--- config.mk ---
export PLATFORM = sky130hd
export DESIGN_NAME = snake_frame_renderer
export DESIGN_NICKNAME = d
export VERILOG_FILES = /design/src/rtl/snake_frame_renderer.sv
export SDC_FILE = /design/constraint.sdc
export NUM_CORES = 1
export LEC_CHECK = 0
export CORE_UTILIZATION = 62
export DETAILED_ROUTE_END_ITERATION = 8
export PLACE_DENSITY_LB_ADDON = 0.25
export RECOVER_POWER = 100
export SKIP_LAST_GASP = 1
export SLEW_MARGIN = 0
export SYNTH_ARGS = -nofsm -noshare
export SYNTH_HDL_FRONTEND = slang
export SYNTH_SLANG_ARGS = --single-unit
--- constraint.sdc ---
create_clock -name VGA_clk -period 7.15 [get_ports VGA_clk]
set_clock_uncertainty 0.05 [all_clocks]
set_input_delay 1.0725 -clock VGA_clk [delete_from_list [all_inputs] [get_ports VGA_clk]]
set_output_delay 1.0725 -clock VGA_clk [all_outputs]
set_load 0.02 [all_outputs]
--- src/rtl/snake_frame_renderer.sv ---
// Snake game pixel stage: body buffer, frame-synchronous moves, food/self-collision detection, 2-cycle RGB pipeline.
// Build option: define SNAKE_GRID_EN to draw grid lines on background cells.
module snake_frame_renderer #(
   parameter int MAX_LEN = 16,
   parameter int GRID_W  = 40,
   parameter int GRID_H  = 30
) (
   input  logic       VGA_clk,
   input  logic       rst,
   input  logic [9:0] hcount,
   input  logic [9:0] vcount,
   input  logic       displayArea,
   input  logic       move_pulse,
   input  logic [1:0] dir,
   input  logic       grow,
   input  logic [5:0] food_x,
   input  logic [4:0] food_y,
   output logic [3:0] red,
   output logic [3:0] green,
   output logic [3:0] blue,
   output logic [5:0] length,
   output logic       ate,
   output logic       self_hit
);

   typedef enum logic [1:0] {
      DIR_RIGHT = 2'd0,
      DIR_DOWN  = 2'd1,
      DIR_LEFT  = 2'd2,
      DIR_UP    = 2'd3
   } dir_e;

   localparam logic [5:0] X_MAX = 6'(GRID_W - 1);
   localparam logic [4:0] Y_MAX = 5'(GRID_H - 1);

   // Body buffer; index 0 is the head.
   logic [5:0] seg_x_q [MAX_LEN];
   logic [5:0] seg_x_d [MAX_LEN];
   logic [4:0] seg_y_q [MAX_LEN];
   logic [4:0] seg_y_d [MAX_LEN];

   logic [5:0] len_q, len_d;
   dir_e       dir_q, dir_d;
   dir_e       pdir_q, pdir_d;
   logic       pend_q, pend_d;
   logic       pgrow_q, pgrow_d;
   logic       ate_q, ate_d;
   logic       hit_q, hit_d;

   // Move request as seen this cycle: a strobe coincident with the update point wins over the latches.
   dir_e       req_dir;
   logic       req_grow;
   logic       req_pend;
   logic       upd_pt;
   dir_e       step_dir;
   logic [5:0] new_x;
   logic [4:0] new_y;
   logic       collide;

   // NOTE: combinational blocks assign every output a default first, so no latch is inferred.
   always_comb begin
      req_dir  = move_pulse ? dir_e'(dir) : pdir_q;
      req_grow = move_pulse ? grow : pgrow_q;
      req_pend = pend_q | move_pulse;
      upd_pt   = (vcount == 10'd480) && (hcount == 10'd0);

      step_dir = ((req_dir ^ dir_q) == 2'b10) ? dir_q : req_dir;

      new_x = seg_x_q[0];
      new_y = seg_y_q[0];
      case (step_dir)
         DIR_RIGHT: new_x = (seg_x_q[0] == X_MAX) ? 6'd0 : seg_x_q[0] + 6'd1;
         DIR_LEFT:  new_x = (seg_x_q[0] == 6'd0) ? X_MAX : seg_x_q[0] - 6'd1;
         DIR_DOWN:  new_y = (seg_y_q[0] == Y_MAX) ? 5'd0 : seg_y_q[0] + 5'd1;
         DIR_UP:    new_y = (seg_y_q[0] == 5'd0) ? Y_MAX : seg_y_q[0] - 5'd1;
         default:   ;
      endcase

      // Only segments that survive the shift can be hit: old seg[0..length-2].
      collide = 1'b0;
      for (int i = 0; i < MAX_LEN - 1; i++) begin
         if ((6'(i) < len_q - 6'd1) && (seg_x_q[i] == new_x) && (seg_y_q[i] == new_y))
            collide = 1'b1;
      end
   end

   // NOTE: next-state logic uses blocking '=' in always_comb; registers are written with '<=' only.
   always_comb begin
      pend_d  = pend_q;
      pdir_d  = pdir_q;
      pgrow_d = pgrow_q;
      dir_d   = dir_q;
      len_d   = len_q;
      ate_d   = 1'b0;
      hit_d   = hit_q;
      seg_x_d = seg_x_q;
      seg_y_d = seg_y_q;

      if (move_pulse) begin
         pend_d  = 1'b1;
         pdir_d  = dir_e'(dir);
         pgrow_d = grow;
      end

      if (upd_pt) begin
         pend_d = 1'b0;
         if (req_pend && !hit_q) begin
            dir_d      = step_dir;
            seg_x_d[0] = new_x;
            seg_y_d[0] = new_y;
            for (int i = 1; i < MAX_LEN; i++) begin
               seg_x_d[i] = seg_x_q[i-1];
               seg_y_d[i] = seg_y_q[i-1];
            end
            if (req_grow && (len_q < 6'(MAX_LEN)))
               len_d = len_q + 6'd1;
            hit_d = collide;
            ate_d = (new_x == food_x) && (new_y == food_y);
         end
      end
   end

   // NOTE: the body buffer is small enough to reset like any register, keeping the compare logic X-free.
   always_ff @(posedge VGA_clk or posedge rst) begin
      if (rst) begin
         for (int i = 0; i < MAX_LEN; i++) begin
            seg_x_q[i] <= (i < 3) ? 6'(20 - i) : 6'd0;
            seg_y_q[i] <= (i < 3) ? 5'd15 : 5'd0;
         end
         len_q   <= 6'd3;
         dir_q   <= DIR_RIGHT;
         pdir_q  <= DIR_RIGHT;
         pend_q  <= 1'b0;
         pgrow_q <= 1'b0;
         ate_q   <= 1'b0;
         hit_q   <= 1'b0;
      end else begin
         seg_x_q <= seg_x_d;
         seg_y_q <= seg_y_d;
         len_q   <= len_d;
         dir_q   <= dir_d;
         pdir_q  <= pdir_d;
         pend_q  <= pend_d;
         pgrow_q <= pgrow_d;
         ate_q   <= ate_d;
         hit_q   <= hit_d;
      end
   end

   // Stage 1: cell-match flags for the pixel at hcount/vcount.
   logic [5:0] cell_x;
   logic [4:0] cell_y;
   logic       head_m, body_m, food_m;
   logic       head_q, body_q, food_q;
`ifdef SNAKE_GRID_EN
   logic       grid_m, grid_q;
`endif

   always_comb begin
      cell_x = hcount[9:4];
      cell_y = vcount[8:4];
      head_m = (cell_x == seg_x_q[0]) && (cell_y == seg_y_q[0]);
      food_m = (cell_x == food_x) && (cell_y == food_y);
      body_m = 1'b0;
      for (int i = 0; i < MAX_LEN; i++) begin
         if ((6'(i) < len_q) && (cell_x == seg_x_q[i]) && (cell_y == seg_y_q[i]))
            body_m = 1'b1;
      end
`ifdef SNAKE_GRID_EN
      grid_m = (hcount[3:0] == 4'd0) || (vcount[3:0] == 4'd0);
`endif
   end

   always_ff @(posedge VGA_clk or posedge rst) begin
      if (rst) begin
         head_q <= 1'b0;
         body_q <= 1'b0;
         food_q <= 1'b0;
`ifdef SNAKE_GRID_EN
         grid_q <= 1'b0;
`endif
      end else begin
         head_q <= head_m;
         body_q <= body_m;
         food_q <= food_m;
`ifdef SNAKE_GRID_EN
         grid_q <= grid_m;
`endif
      end
   end

   // Stage 2: displayArea lags the counters by one cycle, so it lines up with the stage-1 flags here.
   logic [11:0] rgb_d, rgb_q;

   always_comb begin
      rgb_d = 12'h000;
      if (displayArea) begin
         if (head_q)      rgb_d = 12'h0F0;
         else if (body_q) rgb_d = 12'h0A0;
         else if (food_q) rgb_d = 12'hF00;
         else begin
`ifdef SNAKE_GRID_EN
            rgb_d = grid_q ? 12'h222 : 12'h002;
`else
            rgb_d = 12'h002;
`endif
         end
      end
   end

   always_ff @(posedge VGA_clk or posedge rst) begin
      if (rst) rgb_q <= 12'h000;
      else     rgb_q <= rgb_d;
   end

   assign red      = rgb_q[11:8];
   assign green    = rgb_q[7:4];
   assign blue     = rgb_q[3:0];
   assign length   = len_q;
   assign ate      = ate_q;
   assign self_hit = hit_q;

endmodule

# Yosys cells after proc, flatten, opt, wreduce, memory -nomap -nowiden
# Index checks and enable logic that the tools add are counted.
# totals
register_bits,205
inputBits,38
out_inout_bits,20
word_cells,280
# classes
add_sub_neg,6
order_cmp,32
n_eq_ne,73
n_mux,48
bitwise,2
reduce_logical,76
# ops
operator,n
== test 6 bit,33
== test 5 bit,33
"less-than comparator 4 x 6 -> 1 bit, first input constant",15
logical AND 1 bit,68
"less-than comparator 3 x 6 -> 1 bit, first input constant",8
two-way mux 12 bit,4
two-way mux 1 bit,36
"less-than comparator 1 x 6 -> 1 bit, first input constant",4
"less-than comparator 2 x 6 -> 1 bit, first input constant",4
"adder 6 x 1 -> 6 bit, second input constant",2
two-way mux 6 bit,2
case mux 6 bit (2 select lines),1
"subtractor 6 x 1 -> 6 bit, second input constant",2
"== test 10 x 9 -> 1 bit, second input constant",1
zero test 10 bit,1
two-way mux 5 bit,2
case mux 5 bit (2 select lines),1
"== test 2 bit, second input constant",3
"== test 6 bit, second input constant",1
zero test 6 bit,1
"less-than comparator 6 x 5 -> 1 bit, second input constant",1
"adder 5 x 1 -> 5 bit, second input constant",1
"== test 5 bit, second input constant",1
zero test 5 bit,1
10 further kinds,11

# Longest topological paths before layout
# depth
word_depth,24
ltp_mapped,15

# Worst setup path before layout
# Ideal clock, no wire load.
# synth_timing
path_type,input-to-reg
startpoint,input move_pulse
endpoint,register hit_q (netlist: self_hit)
setup_ns,0.084
arrival_time_ns,3.497
setup_slack_ns,3.520
stages,12
n_path_buf,1
cell_sequence,mux2i_4 inv_2 o21ai_2 o21ai_1 a221oi_4 buf_4 xnor2_1 nand3_1 nor4_1 a31oi_1 and4_1 a41oi_2
# synth_via
elab_chain_cells,24
elab_cells_between_ends,88
classes_between,34 x eq/ne; 19 x mux; 2 x bitwise; 33 x reduce/logical
# synth_lines
element,line_no,rtl
start: declaration,13,"input logic move_pulse,"
two-way mux 2 bit,--,
bitwise XOR 2 bit,67,step_dir = ((req_dir ^ dir_q) == 2'b10) ? dir_q : req_dir;
== test 2 bit,67,
two-way mux 2 bit,67,
== test 2 bit or zero test 2 bit (tied branches),71,case (step_dir)
case mux 6 bit (2 select lines),71,
== test 6 bit,82,if ((6'(i) < len_q - 6'd1) && (seg_x_q[i] == new_x) && (seg_y_q[i] == new_y))
logical AND 1 bit (2 in series),82,
two-way mux 1 bit (15 in series),82,
end signal: assignment,146,hit_q <= hit_d;
end: declaration,48,"logic hit_q, hit_d;"
# Several ways; a longest one is shown, not always the timed one.
# A chain may end at the register's enable or synchronous reset.

# Final worst setup path
# Ends and elaborated chain as after synthesis.

==> impl_metrics.yaml <==
run_status:
  status: "finished, violations left"
  violations: "max-capacitance violations, max-slew violations"
route:
  drtIter0Drc: 1294
  vias: 10700
  wl_mm: 42.2
  ant_nets: 0
  dr.pass1.iters: 7
  drc: 0
  routed_via_density: 6.89
  wl_per_cell_um: 27.2
sta:
  worstMarginPinSlew_ns: 3.24
  fin_tns_setup_ns: 0
  rsz0062_at_grt: "false"
  fin_crit_ns: 5.53
  max_freq_ghz: 0.181
  fin_crit_sh: 0.774
  finalHoldViolCount: 0
  setup_violations: 0
  relSlewSlack: -1.16
  slew_viol_final: 83
logic_synthesis:
  synthArstFlopShare: 1.00
  synth-edff-count: 0
  synth_compound_area_frac: 0.101
  syn_inst: 1265
  synth-adder-area-share: 0.00850
  synth_top_family_by_area: "XOR/XNOR gates"
  synth_flop_cell: "dfrtp_1"
  yosys_warnings: 0
  synth_seq_cells: 197
  yosys.area_share.xor_xnor: 0.225
  yosys.cell_types.count: 88
  avgSynthCellArea_um2: 10.5
  synthMuxAreaShare: 0.150
  synth_area_mm2: 0.0132
  ys_seq_area_frac: 0.374
  yosys.area_share.simple: 0.103
power_and_ir_drop:
  power_density_mw_per_mm2: 164
  switchingPower_uw: 681
  pwr-share-seq: 0.469
  vdd_ir_drop_max_v: 0.000123
  internal_power_uw: 1700
  combPwrFrac: 0.116
  power_frac_clock: 0.415
  leakagePower_uw: 0.00616
  swShare: 0.286
clock_network:
  clockBufferDepth: 2
  ctsResizeCount: 0
  clk_latency_ns: 0.45
  cts_buffers: 17
  cts_max_level: 4
  clk_transition_reported_paths_ns: 0.08
  postCtsHoldBufs: 0
  clock-sinks: 197
  cts_root_buffer: "clkbuf_16"
  cts_setup_buffers: 0
  cts_tree: "done"
grt:
  antenna_found_initial: 2
  grt_max_degree: 136
  grt_usage: 0.394
  grt_pass1_wl_mm: 63.7
  grt_pass1_vias: 10400
  overflow: 0
critical_path:
  worstPathMaxFanout: 12
  worstPathRequired_ns: 7.46
  arrival_ns: 5.84
  reg2regPathDepth: 10
  crit_path_end_kind: "register"
  path_class: "input port to register"
  start_kind: "input port"
floorplanning:
  die_area_mm2: 0.0220
  die_x_um: 148
  core.rowCount: 53
  io_pins: 58
  initial_core_util: 0.632
  coreArea_mm2: 0.0210
  die_h_um: 148
final_layout:
  stdcell_count: 1554
  diodes: 0
  area.growth.synth_to_final_pct: 9.46
  drive_gt1_frac: 0.210
  final_nets: 1313
placement:
  gp_congestion: 1.03
  dp_hpwl_mm: 28.7
  dp_cells: 1522
  port-buffer-count: 54
flow_run:
  max_cap_viol_count: 2
hold_path:
  hold_path_depth: 1
  hp-class: "register to register"
## per-stage QoR
step	worst slack (ns)	hold slack [ns]	power, uW	utilization	instance area, um2
after floorplan	0.693	0.351	1320	-	13300
after global placement	2.10	0.363	1400	0.665	13900
after detailed placement	1.96	0.375	1410	0.665	13900
after CTS	2.40	0.391	2380	0.693	14500
after global routing	1.36	0.404	2440	0.692	14500
final	1.62	0.391	2380	0.692	14500
## cell families (layout without fill, tap and decap cells)
| family | Yosys count | after routing |
|---|---|---|
| DFF | 197 | 197 |
| muxes | 176 | 176 |
| AOI/OAI and AO/OA | 179 | 179 |
| and+or+nand+nor | 248 | 248 |
| xor gates and xnor gates | 341 | 341 |
| buffers and inverters | 114 | 126 |
| other | 1 | 3 |
| adders and majority gates | 9 | 9 |
## registers in the layout, indices dropped and copies added (netlist names), 2 cells and up
signal,cells
rgb_q,4
pdir_q,2
length,6
dir_q,2
seg_x_q,96
seg_y_q,80
## layer usage
| layer | GRT usage | routed length, um | vias up |
|---|---|---|---|
| li1 | - | - | 4522 |
| met1 | 0.531 | 16700 | 5242 |
| met2 | 0.588 | 18500 | 750 |
| met3 | 0.0859 | 4630 | 191 |
| met4 | 0.222 | 2410 | 2 |
| met5 | 0 | 9 | - |
## cell type report
class                   instances  area [um2]
clock buffers                  18         439
inverters                      14        60.1
repair buffers                 80         753
flip-flops and latches        197        4960
clock inverters                14         154
multi-input cells             956        7790
well taps                     275         344
fillers                      1628        6460
## critical path, stage by stage
cell and delay [ns]:
dlygate4sd3_1 0.65, mux2i_1 0.80, a21o_1 0.54, o31ai_1 0.17
a22oi_1 0.84, or2_1 0.53, xnor2_1 0.11, or4_1 0.52
o31ai_1 0.36, a311oi_1 0.10, a41oi_2 0.15
## path summary, 6_finish.rpt
| check | start | to | slack (ns) |
|---|---|---|---|
| setup / recovery | move_pulse | self_hit$_DFFE_PP0P_ | 1.62 |
| hold / removal | food_q$_DFF_PP0_ | rgb_q[1]$_DFF_PP0_ | 0.39 |
| setup reg to reg | pdir_q[1]$_DFF_PP0_ | self_hit$_DFFE_PP0P_ | 2.66 |
| hold reg to reg | food_q$_DFF_PP0_ | rgb_q[1]$_DFF_PP0_ | 0.39 |
| max in group asynchronous | rst | seg_y_q[39]$_DFFE_PP0P_ | 2.26 |
| min in group asynchronous | rst | seg_y_q[41]$_DFFE_PP0P_ | 1.22 |
## cells in the final DEF (no fill, tap or decap), drive strengths merged, types with 12 or more instances in the layout
cell type,netlist,layout
a21oi,34,34
a31oi,12,12
buf,43,24
clkbuf,57,20
clkdlybuf4s50,0,33
dfrtp,176,176
dfstp,21,21
dlygate4sd3,0,21
inv,14,21
mux2,170,170
nand2,39,39
nand3,28,28
nand4,43,43
nor2,33,33
nor3,22,22
nor4,40,40
o211ai,13,13
o21ai,35,35
xnor2,208,208
xor2,133,133
## power groups by stage
stage / Combinational (uW) / Clock [uW] / Sequential (uW)
floorplan: 185 / 0 / 1140
detailed placement: 271 / 0 / 1140
global placement: 266 / 0 / 1140
finish: 276 / 987 / 1120
CTS: 273 / 992 / 1120
global route: 292 / 1040 / 1120
## synth_stat cells (3+ instances only)
master       n  area (um2)
a211o_1      3        26.3
a21o_1       4        30.0
xor2_1     133        1160
dfstp_2     21         552
or4_1        3        22.5
nand2b_1     5        31.3
mux2i_1      5        50.1
o21a_1       3        22.5
nor2b_1      4        25.0
nand4_1     43         269
o31a_1       4        35.0
buf_2       13        65.1
ha_1         9         113
o211ai_1    12        90.1
mux2_2     170        1910
nor4b_1      6        52.6
xnor2_1    208        1820
nor2_1      33         124
o22ai_1      4        25.0
o21ai_0     31         155
a221oi_1     3        26.3
inv_1       12        45.0
a22o_1       3        26.3
dfrtp_1    176        4400
nand3_1     28         140
buf_4       15         113
o311ai_0     3        26.3
a2111oi_0    6        52.6
o31ai_1      8        60.1
a21oi_1     33         165
or3_1        3        18.8
and2_1       6        37.5
nor4_1      40         250
o2111ai_1   10        87.6
a31oi_1     12        75.1
a22oi_1      5        37.5
clkbuf_1    57         214
nand2_1     39         146
nor3_1      22         110
buf_1       14        52.6
(Power assumes the default switching activity.)
